**src/rtl/riscv_ma_ctrl.sv**
```systemverilog
// -----------------------------------------------------------------------------
// riscv_ma_ctrl -- load/store memory-access controller
//
// Sits between the execute stage and a simple req/ack data bus. One request
// is accepted at a time. It is translated into a word-aligned bus access with
// byte enables and lane-replicated write data. Load data is extracted from
// the addressed lane, extended, and presented on ld_* for one cycle.
//
// Parameters
//   XLEN  data/address width (only 32 is supported)
//   REGA  destination register index width
//   TMO   bus-ack timeout in cycles, 1..255
//
// Ports
//   clk, rst                     clock, asynchronous active-low reset
//   req_valid / req_ready        request handshake from the execute stage
//   req_we, req_size, req_unsigned, req_addr, req_wdata, req_rd
//                                request fields (size: 00 byte, 01 half, 10 word)
//   mem_req, mem_we, mem_addr, mem_wdata, mem_be / mem_ack, mem_rdata
//                                data bus (address word-aligned, data lane-shifted)
//   ld_valid, ld_data, ld_rd     formatted load result (memfetch/memi/rdi)
//   stall                        pipeline hold
//   fault                        one-cycle pulse on timeout or misalignment trap
//
// Configuration macro
//   RISCV_MA_MISALIGN_TRAP_EN    when defined, misaligned half/word requests go
//                                straight to ERR with no bus access; otherwise
//                                the low address bits are forced to alignment.
// -----------------------------------------------------------------------------
module riscv_ma_ctrl #(
  parameter int XLEN = 32,
  parameter int REGA = 5,
  parameter int TMO  = 15
) (
  input  logic            clk,
  input  logic            rst,
  input  logic            req_valid,
  output logic            req_ready,
  input  logic            req_we,
  input  logic [1:0]      req_size,
  input  logic            req_unsigned,
  input  logic [XLEN-1:0] req_addr,
  input  logic [XLEN-1:0] req_wdata,
  input  logic [REGA-1:0] req_rd,
  output logic            mem_req,
  output logic            mem_we,
  output logic [XLEN-1:0] mem_addr,
  output logic [XLEN-1:0] mem_wdata,
  output logic [3:0]      mem_be,
  input  logic            mem_ack,
  input  logic [XLEN-1:0] mem_rdata,
  output logic            ld_valid,
  output logic [XLEN-1:0] ld_data,
  output logic [REGA-1:0] ld_rd,
  output logic            stall,
  output logic            fault
);

  typedef enum logic [1:0] {
    IDLE = 2'd0,
    BUS  = 2'd1,
    RESP = 2'd2,
    ERR  = 2'd3
  } state_t;

  localparam logic [7:0] TMO_C = 8'(TMO);

  state_t          state;
  logic [7:0]      cnt;
  logic [1:0]      off_q;   // byte offset of the access inside the word
  logic [1:0]      size_q;
  logic            uns_q;
  logic [REGA-1:0] rd_q;

  logic [1:0]      eff_off;
  logic            misalign;
  logic [3:0]      be_next;
  logic [XLEN-1:0] wdata_next;
  logic [XLEN-1:0] lane;
  logic [XLEN-1:0] ld_fmt;

  assign req_ready = (state == IDLE);
  assign stall     = (state != IDLE) | (req_valid & ~req_ready);

  // Request decode: effective offset, byte enables, replicated write data.
  // NOTE: every always_comb output gets a default first so no path leaves it
  // unassigned, which would otherwise infer a latch.
  always_comb begin
    eff_off    = 2'b00;
    be_next    = 4'b1111;
    wdata_next = req_wdata;
    case (req_size)
      2'b00: begin
        eff_off    = req_addr[1:0];
        be_next    = 4'b0001 << req_addr[1:0];
        wdata_next = {4{req_wdata[7:0]}};
      end
      2'b01: begin
        // A half always lives in one of the two aligned halves of the word.
        eff_off    = {req_addr[1], 1'b0};
        be_next    = 4'b0011 << {req_addr[1], 1'b0};
        wdata_next = {2{req_wdata[15:0]}};
      end
      default: begin
        eff_off    = 2'b00;
        be_next    = 4'b1111;
        wdata_next = req_wdata;
      end
    endcase
  end

`ifdef RISCV_MA_MISALIGN_TRAP_EN
  assign misalign = ((req_size == 2'b01) & req_addr[0]) |
                    (req_size[1] & (req_addr[1:0] != 2'b00));
`else
  assign misalign = 1'b0;
`endif

  // Load formatting uses the captured offset/size so it is independent of
  // whatever the execute stage drives after acceptance.
  always_comb begin
    lane   = mem_rdata >> {off_q, 3'b000};
    ld_fmt = mem_rdata;
    case (size_q)
      2'b00:   ld_fmt = uns_q ? {{(XLEN-8){1'b0}}, lane[7:0]}
                              : {{(XLEN-8){lane[7]}}, lane[7:0]};
      2'b01:   ld_fmt = uns_q ? {{(XLEN-16){1'b0}}, lane[15:0]}
                              : {{(XLEN-16){lane[15]}}, lane[15:0]};
      default: ld_fmt = mem_rdata;
    endcase
  end

  // NOTE: the reset branch is asynchronous (in the sensitivity list) so the
  // bus and load outputs drop the instant rst falls, abandoning any access.
  always_ff @(posedge clk or negedge rst) begin
    if (!rst) begin
      state     <= IDLE;
      cnt       <= 8'd0;
      off_q     <= 2'b00;
      size_q    <= 2'b00;
      uns_q     <= 1'b0;
      rd_q      <= '0;
      mem_req   <= 1'b0;
      mem_we    <= 1'b0;
      mem_addr  <= '0;
      mem_wdata <= '0;
      mem_be    <= 4'b0000;
      ld_valid  <= 1'b0;
      ld_data   <= '0;
      ld_rd     <= '0;
      fault     <= 1'b0;
    end else begin
      // NOTE: non-blocking assignments throughout, so every register samples
      // the pre-edge values regardless of statement order.
      case (state)
        IDLE: begin
          if (req_valid) begin
            if (misalign) begin
              fault <= 1'b1;
              state <= ERR;
            end else begin
              mem_we    <= req_we;
              mem_addr  <= {req_addr[XLEN-1:2], 2'b00};
              mem_wdata <= wdata_next;
              mem_be    <= be_next;
              off_q     <= eff_off;
              size_q    <= req_size;
              uns_q     <= req_unsigned;
              rd_q      <= req_rd;
              cnt       <= 8'd0;
              mem_req   <= 1'b1;
              state     <= BUS;
            end
          end
        end

        BUS: begin
          // Ack is checked first so an ack at the timeout count still succeeds.
          if (mem_ack) begin
            mem_req <= 1'b0;
            if (mem_we) begin
              state <= IDLE;
            end else begin
              ld_data  <= ld_fmt;
              ld_rd    <= rd_q;
              ld_valid <= 1'b1;
              state    <= RESP;
            end
          end else if (cnt == TMO_C) begin
            mem_req <= 1'b0;
            fault   <= 1'b1;
            state   <= ERR;
          end else begin
            cnt <= cnt + 8'd1;
          end
        end

        RESP: begin
          ld_valid <= 1'b0;
          state    <= IDLE;
        end

        ERR: begin
          fault <= 1'b0;
          state <= IDLE;
        end

        default: state <= IDLE;
      endcase
    end
  end

endmodule

```
**config.mk**
```make
export PLATFORM = sky130hd
export DESIGN_NAME = riscv_ma_ctrl
export DESIGN_NICKNAME = d
export VERILOG_FILES = /design/src/rtl/riscv_ma_ctrl.sv
export SDC_FILE = /design/constraint.sdc
export NUM_CORES = 1
export LEC_CHECK = 0
export CAP_MARGIN = 20
export CORE_MARGIN = 4
export CORE_UTILIZATION = 48
export CTS_CLUSTER_SIZE = 40
export DETAILED_ROUTE_END_ITERATION = 6
export GPL_TIMING_DRIVEN = 1
export PLACE_DENSITY = 0.95
export SLEW_MARGIN = 5
export SYNTH_ARGS = -nofsm -noshare
export SYNTH_HDL_FRONTEND = slang
export SYNTH_SLANG_ARGS = --single-unit
```
**constraint.sdc**
```tcl
create_clock -name clk -period 4.25 [get_ports clk]
set_input_delay 0.6375 -clock clk [delete_from_list [all_inputs] [get_ports clk]]
set_output_delay 0.6375 -clock clk [all_outputs]
set_load 0.02 [all_outputs]
```
; After elaboration in Yosys (flattened, before gate mapping)
; Cells that the tools add are included.
[totals]
ff_bits = 127
input_bits = 109
output_inout_bits = 111
wordCells = 76
[op_classes]
n_addsub = 1
n_eq_ne = 13
shift = 3
mux = 25
n_bitwise = 4
reduce_logical = 15
[op_table]
columns = cell, count
row1 = one-hot mux 32 bit (2 select lines), 2
row2 = 2-to-1 mux 32 bit, 2
row3 = right shift 32 x 5 -> 16 bit, 1
row4 = 2-to-1 mux 8 bit, 3
row5 = one-hot mux 8 bit (2 select lines), 1
row6 = "!= test 2 bit, second input constant", 6
row7 = AND reduction 3 bit, 4
row8 = "adder 8 x 1 -> 8 bit, second input constant", 1
row9 = "== test 8 x 4 -> 1 bit, second input constant", 1
row10 = 2-to-1 mux 2 bit, 4
row11 = one-hot mux 4 bit (2 select lines), 1
row12 = nonzero test 2 bit, 4
row13 = 2-to-1 mux 1 bit, 7
row14 = "== test 2 x 1 -> 1 bit, second input constant", 3
row15 = logical NOT 2 bit, 3
row16 = one-hot mux 1 bit (2 select lines), 3
row17 = one-hot mux 2 bit (3 select lines), 1
row18 = "== test 2 bit, second input constant", 2
row19 = one-hot mux 2 bit (2 select lines), 1
row20 = AND reduction 2 bit, 2
row21 = AND reduction 4 bit, 1
row22 = "left shift 1 x 2 -> 4 bit, first input constant", 1
row23 = "left shift 2 x 2 -> 4 bit, first input constant", 1
row24 = "!= test 3 bit, second input constant", 1
row25 = other kinds (4), 5

; Longest topological paths before layout
; Gate-level depths: netlist (run 1).
[depth]
ltp_word = 4
depth_mapped = 7
depth_no_buf = 5

; Least setup slack after synthesis (run 1)
; OpenSTA, ideal clock, no wires.
[synth_timing]
path_type = input-to-reg
from = in mem_ack
to = reg cnt[7]
setup_time_ns = 0.121
t_arrival_ns = 1.774
t_required_ns = 4.129
slack_ns = 2.355
stages = 5
n_path_buf = 1
path_cell_list = or3b_1 > buf_2 > or4_4 > nand3_1 > o21ai_1
[synth_via]
elab_chain_len = 2
[synth_lines]
columns = item, line
row1 = "start, declared", 50  ; input logic mem_ack,
row2 = != test 2 bit (no line), --
row3 = AND reduction 4 bit (no line), --
row4 = "end signal, assigned", 194  ; cnt <= cnt + 8'd1;
row5 = "end, declared", 69  ; logic [7:0] cnt;
; No other way between the ends.
; A chain may end at the register's enable or synchronous reset.

; Worst setup path in the final report (run 1)
[layout_timing]
from = reg state[0]
to = out req_ready
[layout_via]
elab_chain_len = 1
[layout_lines]
columns = item, line
row1 = "start, declared", 68  ; state_t state;
row2 = "start signal, assigned", 137  ; state <= IDLE;
row3 = "start signal, assigned", 160  ; state <= ERR;
row4 = "start signal, assigned", 172  ; state <= BUS;
row5 = logical NOT 2 bit, 82  ; assign req_ready = (state == IDLE);
row6 = "end, declared", 38  ; output logic req_ready,
; No other way between the ends.

==> impl_summary.txt, run 1 <==
----------------------------------------------------
[Outcome]
  Outcome ... finished clean

[Yosys]
  Multiplexer area fraction after synthesis ... 0.0598
  Post-synthesis sequential area ratio ... 0.555
  Number of enable flip-flop cells after synthesis ... 0
  Synthesized netlist cell count ... 640
  Synthesized-area fraction occupied by ao, oa, aoi and oai cells ... 0.107
  Synth top area cells ... dfrtp_1 55%, nand2_1 15%, mux2i_1 5.6%
  Total of warnings raised by yosys ... 0
  Adder and majority gate portion of the synthesized area ... 0.00218
  Primary flip-flop cell chosen by synthesis mapping ... dfrtp_1
  Dominant cell type by area after synthesis ... dfrtp_1
  Distinct cells, synth ... 41
  Xor/xnor share of the synthesized area ... 0.00306
  Share of flip-flops with an asynchronous set or reset ... 1.00
  Post-Synthesis Mean Instance Area ... around 9.0 um2
  Main combinational cell family by area after synthesis ... simple AND/OR/NAND/NOR gates
  Simple-Gate Fraction of Synth Area ... 0.232
  Number of synthesized register bits ... 127
  Share of Yosys cell area claimed by the top area cell type ... 0.555
  Netlist area before placement ... about 0.0057 mm2

[CTS]
  Number of buffers added by the clock tree synthesis step ... 17
  Buffer cell driving the clock tree root ... clkbuf_16
  Number of instances resized during post-cts repair ... 0
  Hold Buf Count CTS ... 0
  Clock tree buffer depth ... 2
  Count of H-tree levels built during CTS ... 4
  Worst skew pair latency ... around 420 ps
  Num Clock Sinks ... about 130
  Clk slew on worst S/H paths ... around 60 ps
  TritonCTS clock tree ... done
  Setup fix buffers added after clock tree synthesis ... 0

[Critical path]
  CP Buf/Inv Count ... 1
  Kind of cell adding the most delay to the critical path ... buffers and inverters
  Worst setup path startpoint ... state[0]
  Kind of start point of the critical path ... flip-flop
  Worst reg2reg startpoint ... off_q[1]
  Arrival @ worst endpoint ... between 1500 and 2000 ps
  Critical path cell sequence ... nor2_1, clkdlybuf4s50_1
  Worst EP required ... about 3600 ps
  Worst-path maximum fanout ... 8
  Worst R2R Setup Slack ... 1860 ps
  Type of the worst setup path ... flip-flop to output port
  Cells on worst reg2reg path ... 3
  End point of the critical path ... req_ready
  Reg-to-Reg End ... ld_data[26]
  CP peak stage delay ... 690 ps
  Cell at the slowest stage of the critical path ... clkdlybuf4s50_1
  Critical path capture point type ... output port
  WP depth ... 2

[Timing]
  Endpoints failing hold ... 0
  FMAX ... approximately 400 MHz
  Crit share post-route ... 0.593
  Count of endpoints failing setup in the final report ... 0
  Count of final max-slew check failures ... 0
  Final worst clock skew ... roughly 10 ps
  Worst Setup Slack, final ... between 1500 and 2000 ps
  Total Neg Setup Slack ... 0 ps
  Unrepaired setup endpoints after global routing ... false
  Transition time of the tightest slew-check pin ... between 1000 and 1500 ps
  Final worst path period need ... roughly 2500 ps
  Slew Limit Headroom ... 0.307

[Cells and area]
  Share of final-layout standard cells stronger than drive strength 1 ... 0.0575
  Final nets ... between 900 and 1000
  Number of standard cells in the final layout excluding fillers ... roughly 1000
  Highest-count cells in the layout ignoring fill and taps ... 224 x nand2_1, 216 x clkdlybuf4s50_1, 127 x dfrtp_1
  Most frequent standard cell in the layout excluding fill and tap cells ... nand2_1
  ANT cells ... 0
  Cell area after layout ... between 0.008 and 0.009 mm2
  Layout-stage area growth over the synthesis result ... 50.6%

[Pwr]
  Switching power of the nets ... ~2.5 mW
  Share of total power in the clock network ... 0.234
  Lkg Pwr ... 3.95 nW
  Internal power of the cells ... 4.06 mW
  Sw Ratio ... 0.384
  IR drop worst, VDD ... approximately 570 uV
  Combinational fraction of design power ... 0.436
  Power per Cell Area ... about 760 mW/mm2
  Power share of the sequential group ... 0.330

[Global route]
  Largest net degree at the start of global routing ... roughly 110
  Remaining global-route overflow ... 0
  Global-route wire length before repair ... approximately 27000 um
  Overall Global Routing Usage ... 0.260
  Number of global-route vias before repair ... between 5000 and 6000
  Antenna violations before repair ... 0

[Route]
  Detail-routed net length per standard cell ... between 15 and 20 um
  Overall routed net length ... 17400 um
  Number of detailed-route iterations in the first pass ... 5
  Vias per cell ... approximately 5.4
  Via count ... around 5400
  Final antenna-violating net count ... 0
  Iteration-0 DRC Markers ... around 470
  Remaining DRCs ... 0

[Placed design]
  Half-perimeter wire length after placement ... roughly 12000 um
  Placement-stage worst setup slack ... 1460 ps
  Port buffer count ... around 220
  Placer's final routability congestion estimate ... about 0.87
  Cell count after placement ... 960
  Post-DP Area ... between 0.007 and 0.008 mm2

[Floorplanning]
  Standard-cell rows ... 39
  I/O pin total ... 220
  Initial cell density of the core ... 0.495
  Chip Height ... roughly 120 um
  Die X-Extent ... about 120 um
  Core area ... between 0.01 and 0.015 mm2
  Die Footprint ... 0.0137 mm2

[Hold path]
  Worst min-delay path category ... input port to async pin

[Run]
  Max-capacitance violation count ... 0

----------------------------------------------------
==> cell type report <==
type / count / area (um2)
Inverter: 11 / 41.3
Fill cell: 809 / 2940
Sequential cell: 127 / 3180
Clock inverter: 14 / 191
Multi-Input combinational cell: 458 / 2340
Clock buffer: 18 / 439
Timing Repair Buffer: 224 / 2260
Tap cell: 143 / 179
==> metal layers <==
layer	GRT usage	wire, um	up-vias
met5	0	0	-
met4	0.105	427	0
met3	0.104	1750	34
met2	0.417	8470	260
met1	0.312	6790	2548
li1	-	-	2532
==> state kept, by name, indices dropped and copies added, names as in the netlist <==
name,flops
ld_valid,1
fault,1
size_q,2
rd_q,5
off_q,2
ld_rd,5
mem_wdata,32
cnt,8
state,2
uns_q,1
ld_data,32
mem_we,1
mem_be,4
mem_req,1
mem_addr,30
==> logic make-up (layout without fill, tap and decap cells) <==
group                      count (synthesis)  after routing
xor gates and xnor gates                   2              2
AOI/OAI and AO/OA                        101            101
other                                      1              2
buffers and inverters                     56            267
adders and majority gates                  1              1
muxes                                     33             33
and+or+nand+nor                          319            319
DFF                                      127            127
==> per-stage QoR <==
stage,power (mW),util,hold WS [ps]
2_1_floorplan,3.59,-,342
3_5_place_dp,5.03,0.686,459
3_3_place_gp,4.93,0.686,456
5_1_grt,6.97,0.746,127
6_report,6.58,0.746,116
4_1_cts,6.61,0.741,413
==> power by group through the flow <==
stage / sequential, mW / clock (mW) / combinational [mW]
6_report: 2.17 / 1.54 / 2.87
5_1_grt: 2.24 / 1.61 / 3.12
4_1_cts: 2.17 / 1.55 / 2.88
3_5_place_dp: 2.17 / 0 / 2.86
3_3_place_gp: 2.15 / 0 / 2.78
2_1_floorplan: 2.66 / 0 / 0.931
==> Yosys cell counts (all sizes together) (7+ instances only) <==
| cell | number |
|---|---|
| nand2 | 225 |
| o22ai | 7 |
| buf | 13 |
| clkbuf | 32 |
| nand3 | 39 |
| dfrtp | 127 |
| a22oi | 8 |
| inv | 11 |
| nand2b | 11 |
| a32oi | 7 |
| o21ai | 40 |
| mux2i | 32 |
| a21oi | 23 |
| nor2 | 27 |
| o2bb2ai | 8 |
==> worst reg2reg max path, cell delays in order, from the launching register on <==
cell and delay (ps):
dfrtp_1 830, mux4_2 600, o211ai_2 590, nand3_1 200
==> how the worst min path moves through the flow <==
| stage | slack (ps) | start | depth (start not counted) | end |
|---|---|---|---|---|
| final | 120 | rst | 1 | ld_data[28] |
| after global routing | 130 | rst | 1 | ld_data[28] |
| after CTS | 410 | rst | 1 | ld_data[5] |
| after detailed placement | 460 | rd_q[0] | 2 | ld_rd[0] |
| after global placement | 460 | rd_q[2] | 2 | ld_rd[2] |
| after floorplan | 340 | rst | 0 | cnt[0] |
No activity file was read; power rests on OpenSTA's default activity.
==> run 2: changes to the inputs <==
--- a/config.mk
+++ b/config.mk
@@ -7,11 +7,11 @@
 export LEC_CHECK = 0
 export CAP_MARGIN = 20
 export CORE_MARGIN = 4
-export CORE_UTILIZATION = 48
+export CORE_UTILIZATION = 40
 export CTS_CLUSTER_SIZE = 40
 export DETAILED_ROUTE_END_ITERATION = 6
 export GPL_TIMING_DRIVEN = 1
-export PLACE_DENSITY = 0.95
+export PLACE_DENSITY = 0.85
 export SLEW_MARGIN = 5
 export SYNTH_ARGS = -nofsm -noshare
 export SYNTH_HDL_FRONTEND = slang
==> constraint.sdc (replaced) <==
create_clock -name clk -period 2.2 [get_ports clk]
set_input_delay 0.33 -clock clk [delete_from_list [all_inputs] [get_ports clk]]
set_output_delay 0.33 -clock clk [all_outputs]
set_load 0.02 [all_outputs]
==> run 2 against run 1 <==
Compared with the run above:
- clock skew fell by 2.2 ps
- count of clock-buffer cells in the layout increased by 1
- utilization shrank 11 points
- combinational power rose by 100%
- critical path depth stayed put
- non-clock buffer count increased by 17
- clock power grew 100%
- setup slack worse by 1600 ps
- first-iteration DRC count down 26%
- highest routed layer unchanged
==> impl_summary.txt, run 2 (synthesis results as in run 1) <==
----------------------------------------------------
[Outcome]
  Outcome ... finished clean

[Placed design]
  Post-DP Area ... 0.00820 mm2 (+3.3%)
  Half-perimeter wire length after placement ... 12900 um (+6.3%)
  Placer's final routability congestion estimate ... 0.851 (-1.7%)
  Cell count after placement ... 1016 (+5.8%)
  Placement-stage worst setup slack ... 95.9 ps (-1370 ps)
  Port buffer count ... 217 (unchanged)

[CTS]
  Clock tree buffer depth ... 2 (unchanged)
  Setup fix buffers added after clock tree synthesis ... 0 (unchanged)
  Buffer cell driving the clock tree root ... clkbuf_16
  Clk slew on worst S/H paths ... 60 ps (about the same)
  Number of buffers added by the clock tree synthesis step ... 17 (unchanged)
  TritonCTS clock tree ... done
  Worst skew pair latency ... 410 ps (about the same)
  Num Clock Sinks ... 127 (unchanged)
  Count of H-tree levels built during CTS ... 4 (unchanged)

[Global route]
  Largest net degree at the start of global routing ... 47 (-56%)
  Remaining global-route overflow ... 0 (unchanged)
  Number of global-route vias before repair ... 5503 (-0.52%)
  Global-route wire length before repair ... 28200 um (+3.2%)
  Overall Global Routing Usage ... 0.220 (-0.0395)
  Antenna violations before repair ... 0 (unchanged)

[Timing]
  FMAX ... 479 MHz
  Worst Setup Slack, final ... 112 ps (-1620 ps)
  Count of final max-slew check failures ... 0 (unchanged)
  Final worst path period need ... ~2100 ps
  Unrepaired setup endpoints after global routing ... false
  Total Neg Setup Slack ... 0 ps (unchanged)
  Slew Limit Headroom ... 0.596 (+0.289)
  Transition time of the tightest slew-check pin ... 606 ps (-433 ps)
  Worst Hold Slack ... 440 ps (+324 ps)
  Final worst clock skew ... 7.81 ps (-2.16 ps)
  Endpoints failing hold ... 0 (unchanged)
  Count of endpoints failing setup in the final report ... 0 (unchanged)
  Crit share post-route ... 0.949

[Floorplanning]
  I/O pin total ... 220 (unchanged)
  Initial cell density of the core ... 0.411 (-0.0842)
  Core area ... 0.0139 mm2 (+20%)
  Die X-Extent ... 128 um (+8.9%)
  Chip Height ... 128 um (+8.9%)
  Standard-cell rows ... 43 (+10%)
  Die Footprint ... 0.0163 mm2 (+19%)

[Cells and area]
  Combined area of the multi-input logic cells ... 0.00234 mm2 (+0.11%)
  Area occupied by registers ... 0.00318 mm2 (unchanged)
  Layout-stage area growth over the synthesis result ... 54.7%
  Finished Core Util ... 0.636 (-0.110)
  Share of final-layout standard cells stronger than drive strength 1 ... 0.0748 (+0.0173)
  Largest registers ... ld_data (32), mem_wdata (32), mem_addr (30)
  Final nets ... 966 (+1.8%)
  Number of standard cells in the final layout excluding fillers ... 1049 (+5.4%)
  ANT cells ... 0 (unchanged)
  Highest-count cells in the layout ignoring fill and taps ... 224 x nand2_1, 216 x clkdlybuf4s50_1, 127 x dfrtp_1
  Filler instances ... 1131 (+40%)
  Cell area after layout ... 0.00886 mm2 (+2.7%)
  Most frequent standard cell in the layout excluding fill and tap cells ... nand2_1

[Critical path]
  Worst EP required ... 1870 ps (-1740 ps)
  CP peak stage delay ... 650 ps (-40 ps)
  Reg-to-Reg End ... ld_data[9]
  Type of the worst setup path ... flip-flop to output port
  Arrival @ worst endpoint ... 1760 ps (-120 ps)
  Worst-path maximum fanout ... 8 (unchanged)
  Kind of start point of the critical path ... flip-flop
  Cells on worst reg2reg path ... 5 (+2)
  Worst reg2reg startpoint ... state[1]
  Cell at the slowest stage of the critical path ... clkdlybuf4s50_1
  Critical path cell sequence ... nor2_2, clkdlybuf4s50_1
  Critical path capture point type ... output port
  Worst R2R Setup Slack ... 440 ps (-1420 ps)

[Route]
  Remaining DRCs ... 0 (unchanged)
  Overall routed net length ... 17500 um (+0.63%)
  Via count ... 5388 (+0.26%)
  Final antenna-violating net count ... 0 (unchanged)
  Detail-routed net length per standard cell ... 16.7 um (-4.5%)
  Vias per cell ... 5.14 (-4.9%)
  Iteration-0 DRC Markers ... 347 (-26%)
  Number of detailed-route iterations in the first pass ... 5 (unchanged)

[Pwr]
  Total Power ... 12.9 mW (+97%)
  Power per Cell Area ... 1460 mW/mm2 (+91%)
  Lkg Pwr ... 4.08 nW (+3.2%)
  IR drop worst, VDD ... 934 uV (+63%)

[Hold path]
  Worst min-delay path category ... input port to flip-flop
  Launch instance of the worst min-delay path ... req_unsigned
  Worst Hold Path EP ... uns_q
  Cell depth of the worst min-delay path ... 3

[Run]
  Max-capacitance violation count ... 0 (unchanged)

----------------------------------------------------
==> run 2: area by class of cell <==
cell class	count	area share
multi-input cells	458	0.264
flip-flops and latches	127	0.359
well taps	180	0.0254
inverters	11	0.00466
clock inverters	13	0.0237
repair buffers	241	0.274
clock buffers	19	0.0500
==> run 2: what timing repair did <==
| action | 4_1_cts | 5_1_grt |
|---|---|---|
| gates resized for setup | 1 | 0 |
| setup endpoints to repair | 1 | 0 |
| hold buffers | 1 | 0 |
| endpoints found under the hold margin | 40 | 0 |
==> run 2: critical path: cells and delay by family (launching register included) <==
kind / cells / cell delay, ps
buffers and inverters: 1 / 650
DFF: 1 / 450
and+or+nand+nor: 1 / 250
==> run 2: how the worst max path moves through the flow <==
stage / start / endpoint / depth (start not counted)
detailed placement: mem_ack / ld_data[15] / 6
global route: state[0] / req_ready / 2
CTS: state[0] / req_ready / 2
floorplan: state[0] / mem_addr[10] / 6
finish: state[0] / req_ready / 2
global placement: mem_ack / cnt[7] / 6
==> run 2: metal layers <==
metal  part of all wire  vias to the layer above  track usage  routed length (um)
met5                  0                        -            0                   0
li1                   -                     2559            -                   -
met1               0.39                     2527        0.261                6910
met2               0.46                      255        0.347                8010
met4              0.038                        0        0.107                 659
met3               0.11                       47       0.0921                1960
==> run 2: power breakdown <==
group | internal, mW | switching, mW
Clock | 2.05 | 1.04
Combinational | 2.64 | 3.15
Sequential | 3.40 | 0.670
==> run 3: changes to the inputs <==
--- a/config.mk
+++ b/config.mk
@@ -7,11 +7,12 @@
 export LEC_CHECK = 0
 export CAP_MARGIN = 20
 export CORE_MARGIN = 4
-export CORE_UTILIZATION = 40
+export CORE_UTILIZATION = 55
 export CTS_CLUSTER_SIZE = 40
 export DETAILED_ROUTE_END_ITERATION = 6
+export DONT_BUFFER_PORTS = 1
 export GPL_TIMING_DRIVEN = 1
-export PLACE_DENSITY = 0.85
+export PLACE_DENSITY = 0.81
 export SLEW_MARGIN = 5
 export SYNTH_ARGS = -nofsm -noshare
 export SYNTH_HDL_FRONTEND = slang
==> run 3 against run 2 <==
Compared with the run above:
- design area decreased by 20%
- utilization increased by 8.0 points
- sequential power increased by 35%
- sequential share of layout area increased by 8.7 points
- critical path type is now flip-flop to flip-flop
- sequential cell count unchanged
- combinational power decreased by 58%
- highest routed layer unchanged
- maximum frequency increased by 11%
- the flow now finishes with violations (negative hold slack)
- count of clock-buffer cells in the layout decreased by 1
==> impl_summary.txt, run 3 (synthesis results as in run 1) <==
----------------------------------------------------
[Cells and area]
  Final nets ... 808 (-16%)
  Largest registers ... ld_data (32), mem_wdata (32), mem_addr (30)
  Most frequent standard cell in the layout excluding fill and tap cells ... nand2_1
  Layout-stage area growth over the synthesis result ... 24.4%
  Highest-count cells in the layout ignoring fill and taps ... 224 x nand2_1, 127 x dfrtp_1, 69 x dlygate4sd3_1
  Cell area after layout ... 0.00713 mm2 (-20%)
  Filler instances ... 690 (-39%)
  Share of final-layout standard cells stronger than drive strength 1 ... 0.0774 (+0.00256)
  ANT cells ... 0 (unchanged)

[Placed design]
  Post-DP Area ... 0.00585 mm2 (-29%)
  Port buffer count ... 0 (-100%)
  Placement-stage worst setup slack ... 335 ps (+239 ps)
  Placer's final routability congestion estimate ... 0.836 (-1.7%)
  Half-perimeter wire length after placement ... 10900 um (-16%)

[Timing]
  FMAX ... 530 MHz (+11%)
  Count of endpoints failing setup in the final report ... 0 (unchanged)
  Total Neg Setup Slack ... 0 ps (unchanged)
  Final worst clock skew ... 12.1 ps (+4.29 ps)
  Count of final max-slew check failures ... 0 (unchanged)
  Worst Hold Slack ... -483 ps (-923 ps)
  Slew Limit Headroom ... 0.484 (-0.112)
  Unrepaired setup endpoints after global routing ... false
  Endpoints failing hold ... 127 (+127)
  Crit share post-route ... 0.857 (-0.0915)
  Transition time of the tightest slew-check pin ... 766 ps (+161 ps)
  Worst Setup Slack, final ... 314 ps (+201 ps)
  Final worst path period need ... 1890 ps (-201 ps)

[Floorplanning]
  Die Footprint ... 0.0121 mm2 (-26%)
  I/O pin total ... 220 (unchanged)
  Die X-Extent ... 110 um (-14%)
  Core area ... 0.00995 mm2 (-29%)
  Initial cell density of the core ... 0.576 (+0.164)
  Standard-cell rows ... 36 (-16%)
  Chip Height ... 110 um (-14%)

[Global route]
  Global-route wire length before repair ... 26900 um (-4.8%)
  Antenna violations before repair ... 0 (unchanged)
  Overall Global Routing Usage ... 0.295 (+0.0748)
  Remaining global-route overflow ... 0 (unchanged)
  Number of global-route vias before repair ... 5256 (-4.5%)
  Largest net degree at the start of global routing ... 128 (+170%)

[CTS]
  Clk slew on worst S/H paths ... 60 ps (about the same)
  Count of H-tree levels built during CTS ... 4 (unchanged)
  Buffer cell driving the clock tree root ... clkbuf_8
  Num Clock Sinks ... 127 (unchanged)
  Setup fix buffers added after clock tree synthesis ... 0 (unchanged)
  Worst skew pair latency ... 510 ps (+100 ps)
  Number of buffers added by the clock tree synthesis step ... 17 (unchanged)
  Clock tree buffer depth ... 2 (unchanged)
  Hold Buf Count CTS ... 69 (+68)
  Number of instances resized during post-cts repair ... 0 (-1)
  TritonCTS clock tree ... done

[Route]
  Number of detailed-route iterations in the first pass ... 5 (unchanged)
  Detail-routed net length per standard cell ... 20.8 um (+24%)
  Remaining DRCs ... 0 (unchanged)
  Iteration-0 DRC Markers ... 412 (+19%)
  Via count ... 5009 (-7.0%)
  Final antenna-violating net count ... 0 (unchanged)
  Overall routed net length ... 17500 um (-0.11%)
  Vias per cell ... 5.93 (+16%)

[Outcome]
  Violated checks ... negative hold slack
  Outcome ... finished, violations left

[Critical path]
  Kind of start point of the critical path ... flip-flop
  Worst EP required ... 2630 ps (+760 ps)
  Type of the worst setup path ... flip-flop to flip-flop
  Critical path capture point type ... flip-flop
  Arrival @ worst endpoint ... 2310 ps (+550 ps)
  Worst-path maximum fanout ... 16 (+8)

[Pwr]
  Lkg Pwr ... 3.43 nW (-16%)
  Power per Cell Area ... 1500 mW/mm2 (+2.5%)
  IR drop worst, VDD ... 887 uV (-5.0%)

[Hold path]
  Worst min-delay path category ... input port to async pin

[Run]
  Max-capacitance violation count ... 0 (unchanged)

----------------------------------------------------
## run 3: cell count changes in the layout (fill, tap and decap cells not counted), sizes merged
cell	change
dlygate4sd3	+68
inv	+3
clkdlybuf4s50	-216
bufinv	-3
clkinv	+1
clkbuf	-1
buf	-10
## run 3: per-stage QoR
step / util / std cells / power (mW) / hold slack (ps)
after CTS: 0.716 / 844 / 10.6 / -515
after global placement: 0.588 / 743 / 7.54 / 38.7
after detailed placement: 0.588 / 743 / 7.72 / 37.4
after global routing: 0.716 / 844 / 11.3 / -519
after floorplan: - / 641 / 6.94 / 34.4
final: 0.716 / 844 / 10.7 / -483
## run 3: final cells by class
cell class | instances | area (um2) | area share
Clock buffer | 18 | 428 | 0.0600
Tap cell | 133 | 166 | 0.0233
Sequential cell | 127 | 3180 | 0.446
Timing Repair Buffer | 83 | 821 | 0.115
Multi-Input combinational cell | 458 | 2340 | 0.328
Inverter | 11 | 41.3 | 0.00579
Clock inverter | 14 | 155 | 0.0218
## run 3: worst max-delay path: stages, from the launching register on
cell and delay, ps:
dfrtp_1 490, or4bb_1 590, nor3_1 200, o211ai_2 340, nand3_1 180
## run 3: per-layer routing
metal,global-route usage,vias to the layer above,wire (um),part of all wire
met3,0.116,60,2060,0.12
met5,0,-,0,0
li1,-,2255,-,-
met2,0.500,314,8880,0.51
met4,0.144,0,531,0.030
met1,0.322,2380,6060,0.35
## run 3: path summary, 6_finish.rpt
kind	startpoint	endpoint	slack (ps)	depth (start not counted)
min in group clk	req_wdata[9]	mem_wdata[9]	20	2
min reg2reg	rd_q[2]	ld_rd[2]	470	2
min	rst	ld_data[30]	-480	0
max in group asynchronous	rst	mem_be[1]	2530	0
max	mem_we	ld_data[26]	310	4
max reg2reg	mem_we	ld_data[26]	310	4
## run 3: power breakdown
| part | switching [mW] | internal (mW) | leakage (nW) | total, mW |
|---|---|---|---|---|
| sequential | 2.12 | 3.38 | 1.57 | 5.51 |
| combinational | 1.47 | 0.955 | 1.57 | 2.42 |
| clock | 1.08 | 1.66 | 0.283 | 2.74 |
